===== config.mk =====
export PLATFORM = sky130hd
export DESIGN_NAME = sram_stream_reader_flat
export DESIGN_NICKNAME = d
export VERILOG_FILES = /design/src/rtl/sram_stream_reader_if.sv /design/src/rtl/sram_stream_reader.sv /design/src/flat_wrapper.sv
export SDC_FILE = /design/constraint.sdc
export NUM_CORES = 1
export LEC_CHECK = 0
export ABC_AREA = 1
export BUFFER_PORTS_ARGS = -buffer_cell sky130_fd_sc_hd__buf_2
export CAP_MARGIN = 20
export CORE_MARGIN = 1.5
export CORE_UTILIZATION = 48
export DETAILED_ROUTE_END_ITERATION = 7
export PLACE_DENSITY_LB_ADDON = 0.12
export SLEW_MARGIN = 15
export SYNTH_ARGS = -nofsm -noshare
export SYNTH_HDL_FRONTEND = slang
export SYNTH_SLANG_ARGS = --single-unit

===== constraint.sdc =====
create_clock -name CLK -period 2.4 [get_ports CLK]
set_clock_uncertainty 0.05 [all_clocks]
set_input_delay 0.24 -clock CLK [delete_from_list [all_inputs] [get_ports CLK]]
set_output_delay 0.24 -clock CLK [all_outputs]
set_load 0.01 [all_outputs]

===== src/rtl/sram_stream_reader_if.sv =====
// Bundles the command, SRAM and stream signals of the SRAM stream reader.
// Ports: start/base_addr/len/busy/done (command), CEN/WEN/A/D/Q (SRAM), out_* (stream).
// Modports: master = reader side, slave = environment (command source, SRAM, consumer).
interface sram_stream_reader_if #(
    parameter int AW = 11,
    parameter int DW = 32
);
    logic          start;
    logic [AW-1:0] base_addr;
    logic [AW:0]   len;
    logic          busy;
    logic          done;
    logic          CEN;
    logic          WEN;
    logic [AW-1:0] A;
    logic [DW-1:0] D;
    logic [DW-1:0] Q;
    logic          out_valid;
    logic          out_ready;
    logic [DW-1:0] out_data;
    logic          out_last;

    modport master (
        input  start, base_addr, len, Q, out_ready,
        output busy, done, CEN, WEN, A, D, out_valid, out_data, out_last
    );

    modport slave (
        output start, base_addr, len, Q, out_ready,
        input  busy, done, CEN, WEN, A, D, out_valid, out_data, out_last
    );
endinterface


===== src/rtl/sram_stream_reader.sv =====
// Reads a burst of len words from a 1-cycle-latency SRAM starting at base_addr and streams them out.
// Latency: first word appears on out_valid 2 cycles after the first read issue (3 after start).
// Backpressure: reads are throttled so buffered + in-flight words never exceed 2; out_data holds while stalled.
// Ports: CLK, RESET_N (async, active-low), bus (sram_stream_reader_if.master): command, SRAM and stream signals.
module sram_stream_reader #(
    parameter int AW = 11,
    parameter int DW = 32
) (
    input  logic                  CLK,
    input  logic                  RESET_N,
    sram_stream_reader_if.master  bus
);
    typedef enum logic [1:0] {S_IDLE, S_READ, S_DRAIN} state_t;

    localparam logic [AW-1:0] ADDR_ONE = 1;
    localparam logic [AW:0]   LEN_ONE  = 1;

    state_t               state_q;
    logic [AW-1:0]        addr_q;
    logic [AW:0]          remain_q;     // words still to be issued
    logic                 infl_q;       // a read was issued last cycle, Q is valid now
    logic                 infl_last_q;  // that read was the final word of the burst
    logic                 zero_done_q;  // delayed done for a zero-length request
    logic [1:0][DW-1:0]   fifo_dat_q;
    logic [1:0]           fifo_last_q;
    logic                 wr_ptr_q;
    logic                 rd_ptr_q;
    logic [1:0]           count_q;

    logic                 pop;
    logic                 push;
    logic                 issue;
    logic                 last_issue;
    logic                 drain_done;
    logic [2:0]           occupancy;
    logic [1:0]           count_d;

    assign pop        = (count_q != 2'd0) && bus.out_ready;
    assign push       = infl_q;
    // Occupancy counts a slot freed this cycle, so a full-rate stream keeps one read per cycle.
    assign occupancy  = {1'b0, count_q} + {2'b00, infl_q} - {2'b00, pop};
    assign issue      = (state_q == S_READ) && (remain_q != '0) && (occupancy < 3'd2);
    assign last_issue = issue && (remain_q == LEN_ONE);
    assign count_d    = count_q + {1'b0, push} - {1'b0, pop};
    // The last word can only be popped after the final issue, i.e. in DRAIN.
    assign drain_done = (state_q == S_DRAIN) && pop && fifo_last_q[rd_ptr_q];

    assign bus.CEN       = ~issue;
    assign bus.WEN       = 1'b1;
    assign bus.D         = '0;
    assign bus.A         = addr_q;
    assign bus.out_valid = (count_q != 2'd0);
    assign bus.out_data  = fifo_dat_q[rd_ptr_q];
    assign bus.out_last  = (count_q != 2'd0) && fifo_last_q[rd_ptr_q];
    assign bus.busy      = (state_q != S_IDLE);
    assign bus.done      = zero_done_q | drain_done;

    always_ff @(posedge CLK or negedge RESET_N) begin
        if (!RESET_N) begin
            state_q     <= S_IDLE;
            addr_q      <= '0;
            remain_q    <= '0;
            infl_q      <= 1'b0;
            infl_last_q <= 1'b0;
            zero_done_q <= 1'b0;
            fifo_dat_q  <= '0;
            fifo_last_q <= '0;
            wr_ptr_q    <= 1'b0;
            rd_ptr_q    <= 1'b0;
            count_q     <= 2'd0;
        end else begin
            zero_done_q <= 1'b0;
            infl_q      <= issue;
            infl_last_q <= last_issue;
            count_q     <= count_d;

            if (push) begin
                fifo_dat_q[wr_ptr_q]  <= bus.Q;
                fifo_last_q[wr_ptr_q] <= infl_last_q;
                wr_ptr_q              <= ~wr_ptr_q;
            end
            if (pop) begin
                rd_ptr_q <= ~rd_ptr_q;
            end

            // Address wraps naturally at 2^AW.
            if (issue) begin
                addr_q   <= addr_q + ADDR_ONE;
                remain_q <= remain_q - LEN_ONE;
            end

            case (state_q)
                S_IDLE: begin
                    if (bus.start) begin
                        if (bus.len != '0) begin
                            state_q  <= S_READ;
                            addr_q   <= bus.base_addr;
                            remain_q <= bus.len;
                        end else begin
                            zero_done_q <= 1'b1;
                        end
                    end
                end
                S_READ: begin
                    if (last_issue) begin
                        state_q <= S_DRAIN;
                    end
                end
                S_DRAIN: begin
                    if (drain_done) begin
                        state_q <= S_IDLE;
                        addr_q  <= '0;
                    end
                end
                default: state_q <= S_IDLE;
            endcase
        end
    end
endmodule


===== src/flat_wrapper.sv =====
// flat-port wrapper written by rule: the top's interface ports become plain ports
module sram_stream_reader_flat 
#(
    parameter int AW = 11,
    parameter int DW = 32
)
  (CLK, RESET_N, bus_start, bus_base_addr, bus_len, bus_Q, bus_out_ready, bus_busy, bus_done, bus_CEN, bus_WEN, bus_A, bus_D, bus_out_valid, bus_out_data, bus_out_last);
  sram_stream_reader_if #(.AW(AW), .DW(DW)) bus_i ();
  input  logic CLK;
  input  logic RESET_N;
  input wire logic [$bits(bus_i.start)-1:0] bus_start;
  input wire logic [$bits(bus_i.base_addr)-1:0] bus_base_addr;
  input wire logic [$bits(bus_i.len)-1:0] bus_len;
  input wire logic [$bits(bus_i.Q)-1:0] bus_Q;
  input wire logic [$bits(bus_i.out_ready)-1:0] bus_out_ready;
  output wire logic [$bits(bus_i.busy)-1:0] bus_busy;
  output wire logic [$bits(bus_i.done)-1:0] bus_done;
  output wire logic [$bits(bus_i.CEN)-1:0] bus_CEN;
  output wire logic [$bits(bus_i.WEN)-1:0] bus_WEN;
  output wire logic [$bits(bus_i.A)-1:0] bus_A;
  output wire logic [$bits(bus_i.D)-1:0] bus_D;
  output wire logic [$bits(bus_i.out_valid)-1:0] bus_out_valid;
  output wire logic [$bits(bus_i.out_data)-1:0] bus_out_data;
  output wire logic [$bits(bus_i.out_last)-1:0] bus_out_last;
  assign bus_i.start = bus_start;
  assign bus_i.base_addr = bus_base_addr;
  assign bus_i.len = bus_len;
  assign bus_i.Q = bus_Q;
  assign bus_i.out_ready = bus_out_ready;
  assign bus_busy = bus_i.busy;
  assign bus_done = bus_i.done;
  assign bus_CEN = bus_i.CEN;
  assign bus_WEN = bus_i.WEN;
  assign bus_A = bus_i.A;
  assign bus_D = bus_i.D;
  assign bus_out_valid = bus_i.out_valid;
  assign bus_out_data = bus_i.out_data;
  assign bus_out_last = bus_i.out_last;
  sram_stream_reader #(.AW(AW), .DW(DW)) u_core (.CLK(CLK), .RESET_N(RESET_N), .bus(bus_i));
endmodule

==> results of run 1 <==
-- layout make-up --
| class | count | area, sq um | area share |
|---|---|---|---|
| inverters | 76 | 295.3 | 0.04738 |
| flip-flops and latches | 98 | 2452 | 0.3935 |
| multi-input cells | 486 | 2263 | 0.3632 |
| well taps | 136 | 170.2 | 0.02730 |
| repair buffers | 136 | 853.3 | 0.1369 |
| clock buffers | 12 | 165.2 | 0.02650 |
| clock inverters | 4 | 32.53 | 0.005220 |
-- cells in the final DEF, fill, tap and decap left out, types with 2 or more instances in the layout --
cell / instances
buf_4: 23
a21oi_1: 2
o21ai_2: 7
inv_1: 67
clkbuf_8: 12
ha_1: 3
nand2_1: 266
buf_6: 2
o21ai_1: 9
nand3_1: 24
xnor2_1: 6
xor2_1: 8
nand4_1: 5
or2_2: 2
nor3_1: 3
conb_1: 33
clkinvlp_4: 2
ha_4: 2
buf_2: 104
buf_12: 5
nor2_1: 25
o21ai_0: 67
nor2_4: 4
inv_2: 7
dfrtp_1: 98
nand2_2: 13
-- registers in the layout, summed over array words and instances (netlist names) --
signal	count
u_core.rd_ptr_q	1
u_core.remain_q	12
u_core.zero_done_q	1
u_core.fifo_last_q	2
u_core.count_q	2
u_core.infl_last_q	1
u_core.bus.A	11
u_core.state_q	2
u_core.fifo_dat_q	64
u_core.infl_q	1
u_core.wr_ptr_q	1
-- per-stage QoR --
step,cells,utilization
2_1_floorplan,720,-
3_3_place_gp,922,0.5598
3_5_place_dp,922,0.5598
4_1_cts,946,0.5904
5_1_grt,948,0.5983
6_report,948,0.5983
-- power breakdown --
part | total [mW] | internal, mW | switching [mW]
Sequential | 2.97 | 2.44 | 0.533
Combinational | 4.91 | 2.12 | 2.80
Clock | 1.03 | 0.468 | 0.563
Total | 8.92 | 5.02 | 3.89
-- cell usage after synthesis, drive strengths merged --
cell	instances
nand2	280
xor2	8
inv	76
fa	1
a21oi	2
nand4	5
or2	3
xnor2	6
dfrtp	98
ha	5
nor3	3
conb	2
nand3	25
o21ai	83
a21boi	1
o21bai	1
nor2	30
clkbuf	17
buf	43
-- worst reg2reg max path, cell delays in order (launching register included) --
cell and delay, ns:
dfrtp_1 0.40, nor2_2 0.14, inv_2 0.06, nand2_2 0.06, inv_2 0.05, ha_4 0.22, inv_4 0.05, ha_4 0.12
inv_2 0.03, fa_1 0.56, nand2_2 0.07, nor2_4 0.11, nand3_4 0.09, buf_4 0.18, buf_12 0.15, o21ai_1 0.13
nand3_1 0.09, nand2_1 0.07, inv_1 0.03
-- kinds of logic after synthesis --
family | count (synthesis) | share of synthesized area
buffers and inverters | 136 | 0.1295
AO/OA/AOI/OAI | 87 | 0.08703
XOR/XNOR | 14 | 0.02363
AND/OR/NAND/NOR | 346 | 0.2700
flip-flops | 98 | 0.4725
adder cells (fa/ha/maj) | 6 | 0.01591
other | 2 | 0.001447
-- worst min path at each step --
stage                                             endpoint  slack, ns  depth (start not counted)              from
final                            u_core.bus.A[9]$_DFF_PN0_       0.03                          3  bus_base_addr[9]
after global routing             u_core.bus.A[9]$_DFF_PN0_       0.02                          3  bus_base_addr[9]
after CTS                        u_core.bus.A[5]$_DFF_PN0_      0.008                          3  bus_base_addr[5]
after detailed placement  u_core.fifo_dat_q[8]$_DFFE_PN0P_       0.17                          1           RESET_N
after global placement    u_core.fifo_dat_q[8]$_DFFE_PN0P_       0.17                          1           RESET_N
after floorplan                  u_core.bus.A[0]$_DFF_PN0_      -0.11                          0           RESET_N
-- per-layer routing --
metal,wire length [um],share of wire,global-route usage,up-vias
li1,-,-,-,2280
met1,5162,0.45,0.2716,2044
met2,5595,0.49,0.3553,115
met3,509,0.045,0.02857,9
met4,138,0.012,0.07143,0
met5,0,0,0,-
-- timing repair --
item | CTS | global route
hold buffers | 1 | 0
endpoints found under the hold margin | 34 | 0
gates resized for setup | 10 | 23
cloned | 1 | 0
pin swaps | 5 | 14
setup endpoints to repair | 28 | 28
buffers inserted | 6 | 2
==> results.py, run 1 <==
metrics = {
    "sta": {
        "fmax_mhz": 349.1,
        "tightest_slew_ns": 0.5260,
        "fin_crit_ns": 2.865,
        "slew_violations": 0,
        "rsz0062_at_grt": "yes",
        "setup_ws_ns": -0.4649,
        "setup_tns_ns": -8.318,
        "fin_hold_ws_ns": 0.02729,
        "finalSetupViolCount": 28,
        "relSlewSlack": 0.6481,
        "period_share": 1.194,
        "hold_viol_final": 0,
    },
    "critical_path": {
        "crit-reg2reg-launch": "u_core.count_q[0]$_DFF_PN0_",
        "crit_family": "adder cells",
        "cp_slowest_stage_delay_ns": 0.56,
        "crit_top_cell": "inv_2",
        "cp.depth": 14,
        "cp.arrival_ns": 2.57,
        "crit_path_top_delay_cell": "fa_1",
        "critPathBufInv": 6,
        "cp-startpoint": "u_core.count_q[0]$_DFF_PN0_",
        "required_ns": 2.11,
        "cp-start-kind": "flop",
        "r2r-end": "u_core.remain_q[5]$_DFF_PN0_",
        "critPathKind": "flop to primary output",
        "crit_path_end": "bus_CEN",
        "crit_path_max_fanout": 2,
        "cp-end-kind": "primary output",
        "crit_path_cell_trace": "nor2_2 > inv_2 > nand2_2 > inv_2 > ha_4 > inv_4 > ha_4 > inv_2 > fa_1 > nand2_2 > nor2_4 > nand3_4 > buf_12 > buf_6",
        "rrSetupSlack_ns": -0.36,
        "reg2regPathDepth": 18,
    },
    "floorplanning": {
        "die_area_sq_mm": 0.01144,
        "fp-row-count": 37,
        "fp.dieW_um": 107.0,
        "die_y_um": 107.0,
        "boundaryPins": 140,
        "coreArea_sq_mm": 0.01042,
        "start_util": 0.4983,
    },
    "yosys": {
        "yosysTopAreaCellShare": 0.4725,
        "yosysSeqAreaShare": 0.4725,
        "yosysWarnings": 0,
        "syn_inst": 689,
        "synth_area_sq_mm": 0.005190,
        "yosysTopAreaCell": "dfrtp_1",
        "ys_ff_latch": 98,
        "synth.distinct_cells": 31,
        "synth.area.top_cells": "dfrtp_1, nand2_1, o21ai_0, inv_1, buf_4",
        "synth_area_per_cell_sq_um": 7.533,
    },
    "detailed_routing": {
        "drc": 0,
        "postRouteAntennaNets": 0,
        "drtPass1Iterations": 4,
        "drtIter0Drc": 331,
        "vias": 4448,
        "wl_per_cell_um": 12.03,
        "avgViaCountPerCell": 4.692,
        "finalWirelength_mm": 11.41,
    },
    "global_route": {
        "first_global_vias": 4113,
        "grt_first_pass_wirelength_mm": 18.76,
        "antenna_found_initial": 0,
        "grt_remaining_overflow": 0,
        "grt_max_degree": 43,
        "track_usage": 0.2080,
    },
    "final_layout": {
        "stdcell_area_sq_mm": 0.006232,
        "nNetsFinal": 872,
        "fill_cells": 1023,
        "antennaDiodeCount": 0,
        "syn_to_final_growth_pct": 20.08,
        "drive_above_1_share": 0.2365,
    },
    "pwr": {
        "irDropWorstVdd_v": 0.0006728,
        "total_leakage_power_nw": 3.470,
        "fin_total_pwr_mw": 8.915,
        "powerDensity_mw_per_mm2": 1431,
    },
    "clock_network": {
        "root_buffer": "clkbuf_8",
        "cts.clk_slew.worst_paths_ns": 0.09,
        "cts_htree_levels": 3,
        "cts.sinks": 98,
        "clockBufferDepth": 2,
        "cts_tree": "yes",
        "clkLatencyLatePin_ns": 0.36,
        "cts_made_buffers": 9,
    },
    "flow_run": {
        "maxCapViolations": 0,
    },
    "outcome": {
        "violations": "negative setup slack",
        "outcome": "complete, but fails checks",
    },
    "worst_hold_path": {
        "min_path_type": "primary input to flop",
    },
    "place": {
        "port_buffers": 106,
        "dp_hpwl_mm": 7.888,
        "dpl_cell_area_sq_mm": 0.005831,
        "gp_congestion": 0.8169,
        "pre_cts_ws_ns": -0.3172,
    },
}
Power figures use the tool's default switching activity.
==> inputs of run 2 (changes only) <==
--- a/config.mk
+++ b/config.mk
@@ -5,11 +5,10 @@
 export SDC_FILE = /design/constraint.sdc
 export NUM_CORES = 1
 export LEC_CHECK = 0
-export ABC_AREA = 1
 export BUFFER_PORTS_ARGS = -buffer_cell sky130_fd_sc_hd__buf_2
 export CAP_MARGIN = 20
 export CORE_MARGIN = 1.5
-export CORE_UTILIZATION = 48
+export CORE_UTILIZATION = 47
 export DETAILED_ROUTE_END_ITERATION = 7
 export PLACE_DENSITY_LB_ADDON = 0.12
 export SLEW_MARGIN = 15
==> constraint.sdc (replaced) <==
create_clock -name CLK -period 2.4 [get_ports CLK]
set_clock_uncertainty 0.05 [all_clocks]
set_input_delay 0.12 -clock CLK [delete_from_list [all_inputs] [get_ports CLK]]
set_output_delay 0.12 -clock CLK [all_outputs]
set_load 0.01 [all_outputs]
==> run 2 against run 1 <==
The run still ends with negative setup slack left; routed wire length down 6.0%; design area up 6.7%; critical path type is now flop to flop; count of clock-buffer cells in the layout unchanged; flip-flop and latch count unchanged; sequential power about the same; global-route usage down 0.38 points; sequential share of layout area down 2.5 points; combinational power down 10%; clock power up 14%; largest cell class unchanged; via count down 20%; first-iteration DRC count down 69%; critical path depth unchanged.
==> results.py, run 2 <==
metrics = {
    "sta": {
        "period_share": 1.189,
        "setup_tns_ns": -8.243,
        "relSlewSlack": 0.6475,
        "rsz0062_at_grt": "yes",
        "fin_hold_ws_ns": 0.1004,
        "slew_violations": 0,
        "finalSetupViolCount": 28,
        "setup_ws_ns": -0.4538,
        "fmax_mhz": 350.4,
        "fin_crit_ns": 2.854,
        "hold_viol_final": 0,
        "tightest_slew_ns": 0.5275,
    },
    "final_layout": {
        "ff_latch_area_sq_mm": 0.002452,
        "regMostFlops": "u_core.fifo_dat_q",
        "antennaDiodeCount": 0,
        "fin_cells": 736,
        "layout_commonest_cell": "buf_2",
        "layout_common_cells": "buf_2, mux2_2, dfrtp_1",
        "nNetsFinal": 660,
        "syn_to_final_growth_pct": 34.58,
        "multi_input_area_sq_mm": 0.002326,
        "largest_reg_flops": 64,
        "drive_above_1_share": 0.4783,
        "stdcell_area_sq_mm": 0.006651,
        "fill_cells": 830,
    },
    "detailed_routing": {
        "route.met2.wl_mm": 5.488,
        "drtIter0Drc": 103,
        "met3WireLength_um": 389,
        "finalWirelength_mm": 10.72,
        "wl_per_cell_um": 14.57,
        "drtPass1Iterations": 4,
        "met1_length_mm": 4.627,
        "postRouteAntennaNets": 0,
        "drc": 0,
        "vias": 3559,
        "maxUsedRoutingLayer": "met4",
        "avgViaCountPerCell": 4.836,
    },
    "yosys": {
        "synth.distinct_cells": 43,
        "synth_xor_xnor_area_share": 0.04253,
        "yosysTopAreaCellShare": 0.4962,
        "yosysWarnings": 0,
        "async_flop_share": 1.000,
        "ys_ff_latch": 98,
        "synth_area_sq_mm": 0.004942,
        "synth_area_per_cell_sq_um": 12.26,
        "synth_compound_area_frac": 0.02785,
        "yosys.area_share.simple": 0.1101,
        "yosys-top-cells-count": "mux2_2, dfrtp_1, buf_4",
        "synth_most_common_cell": "mux2_2",
        "syn_inst": 403,
        "yosysTopAreaCell": "dfrtp_1",
        "synth_top_family_by_area": "multiplexers",
        "synth-edff-count": 0,
        "synthAdderAreaFrac": 0.01671,
        "muxShareOfSynthArea": 0.2316,
        "yosysSeqAreaShare": 0.4962,
        "synth-main-ff-cell": "dfrtp_1",
        "synth.area.top_cells": "dfrtp_1, mux2_2, buf_4, xor2_1, nand2_1",
    },
    "floorplanning": {
        "die_area_sq_mm": 0.01114,
        "coreArea_sq_mm": 0.01028,
        "fp-row-count": 37,
        "fp.dieW_um": 105.5,
        "die_y_um": 105.5,
        "start_util": 0.4809,
        "boundaryPins": 140,
    },
    "place": {
        "gp_congestion": 0.7576,
        "dp.cells": 647,
        "port_buffers": 106,
        "dpl_cell_area_sq_mm": 0.005634,
        "dp_hpwl_mm": 6.812,
    },
    "global_route": {
        "grt_remaining_overflow": 0,
        "track_usage": 0.2042,
        "grt_max_degree": 60,
        "antenna_found_initial": 0,
        "grt_first_pass_wirelength_mm": 17.86,
        "first_global_vias": 3728,
    },
    "worst_hold_path": {
        "whs_path_depth": 4,
        "min_from": "bus_out_ready",
        "min_to": "u_core.rd_ptr_q$_DFFE_PN0P_",
        "min_path_type": "primary input to flop",
    },
    "critical_path": {
        "r2r-end": "u_core.remain_q[10]$_DFF_PN0_",
        "critPathKind": "flop to flop",
        "cp.arrival_ns": 3.04,
        "crit-reg2reg-launch": "u_core.count_q[1]$_DFF_PN0_",
        "crit_path_max_fanout": 5,
        "reg2regPathDepth": 14,
        "cp-end-kind": "flop",
        "cp-startpoint": "u_core.count_q[1]$_DFF_PN0_",
        "required_ns": 2.59,
        "rrSetupSlack_ns": -0.45,
        "cp-start-kind": "flop",
    },
    "clock_network": {
        "clockBufferDepth": 2,
        "root_buffer": "clkbuf_8",
        "cts_htree_levels": 3,
        "clkLatencyLatePin_ns": 0.36,
        "cts_tree": "yes",
        "cts_made_buffers": 9,
        "cts.clk_slew.worst_paths_ns": 0.09,
        "cts.sinks": 98,
    },
    "outcome": {
        "outcome": "complete, but fails checks",
        "violations": "negative setup slack",
    },
    "pwr": {
        "irDropWorstVdd_v": 0.0006909,
        "powerDensity_mw_per_mm2": 1290,
        "total_leakage_power_nw": 3.047,
        "fin_total_pwr_mw": 8.580,
    },
    "flow_run": {
        "maxCapViolations": 0,
    },
}
[run 2: cell count changes in the layout (fill, tap and decap cells not counted), moves of 5 or more]
cell           change
nand2_1          -241
mux2_2            +99
o21ai_0           -65
inv_1             -62
dlygate4sd3_1     +56
nand3_1           -18
nor2_1            -17
nand2_2           -12
o21ai_1            +8
xor2_1             +8
buf_6              +6
and3_1             +5
buf_4              +5
o21ai_2            -5
[run 2: critical path: stages (launching register included)]
cell and delay [ns]:
dfrtp_1 0.40, nor2_2 0.14, inv_2 0.05, nand2_2 0.07
inv_2 0.04, ha_4 0.20, inv_2 0.06, ha_4 0.13
inv_2 0.03, fa_2 0.56, nand3b_4 0.10, or3b_4 0.44
nor4b_4 0.24, xnor2_1 0.14, o21ai_1 0.07
[run 2: worst max-delay path by stage]
stage	end	slack (ns)	depth (start not counted)
after floorplan	u_core.remain_q[10]$_DFF_PN0_	-0.49	14
after global placement	u_core.remain_q[10]$_DFF_PN0_	-0.43	14
after detailed placement	u_core.remain_q[10]$_DFF_PN0_	-0.52	14
after CTS	bus_CEN	-0.47	15
after global routing	u_core.bus.A[7]$_DFF_PN0_	-0.57	16
final	u_core.remain_q[10]$_DFF_PN0_	-0.45	14
[run 2: timing repair]
action                                  CTS  global route
endpoints found under the hold margin   127             0
buffers inserted                         21             2
endpoints found under the setup margin   28            29
hold buffers                             57             0
gates resized for setup                  28             7
pin swaps                                 7             4
[run 2: layer usage]
| layer | vias to the layer above | GRT usage |
|---|---|---|
| met3 | 17 | 0.02907 |
| li1 | 1712 | - |
| met4 | 0 | 0.08687 |
| met2 | 88 | 0.3571 |
| met5 | - | 0 |
| met1 | 1742 | 0.2528 |
[run 2: report_power, final]
group / internal (mW) / switching [mW]
logic: 2.48 / 1.94
clock network: 0.619 / 0.554
registers: 2.45 / 0.542
[run 2: metrics by stage]
stage          worst slack (ns)  utilization
6_report                -0.4538       0.6472
5_1_grt                 -0.5728       0.6472
4_1_cts                 -0.4699       0.6495
3_5_place_dp            -0.5172       0.5482
3_3_place_gp            -0.4319       0.5482
2_1_floorplan           -0.4875            -
[run 2: cells by family (layout without fill, tap and decap cells)]
kind of cell	after synthesis	after routing
buffers and inverters	59	225
other	2	33
multiplexers	102	102
flip-flops	98	98
AND/OR/NAND/NOR	87	87
adder cells (fa/ha/maj)	6	6
XOR/XNOR	24	24
AO/OA/AOI/OAI	25	25
[run 2: area by class of cell]
class                           instances  area share
Clock buffer                           12     0.02182
Clock inverter                          4     0.01110
Inverter                               10    0.005643
Multi-Input combinational cell        277      0.3497
Sequential cell                        98      0.3687
Tap cell                              136     0.02558
Timing Repair Buffer                  199      0.2175
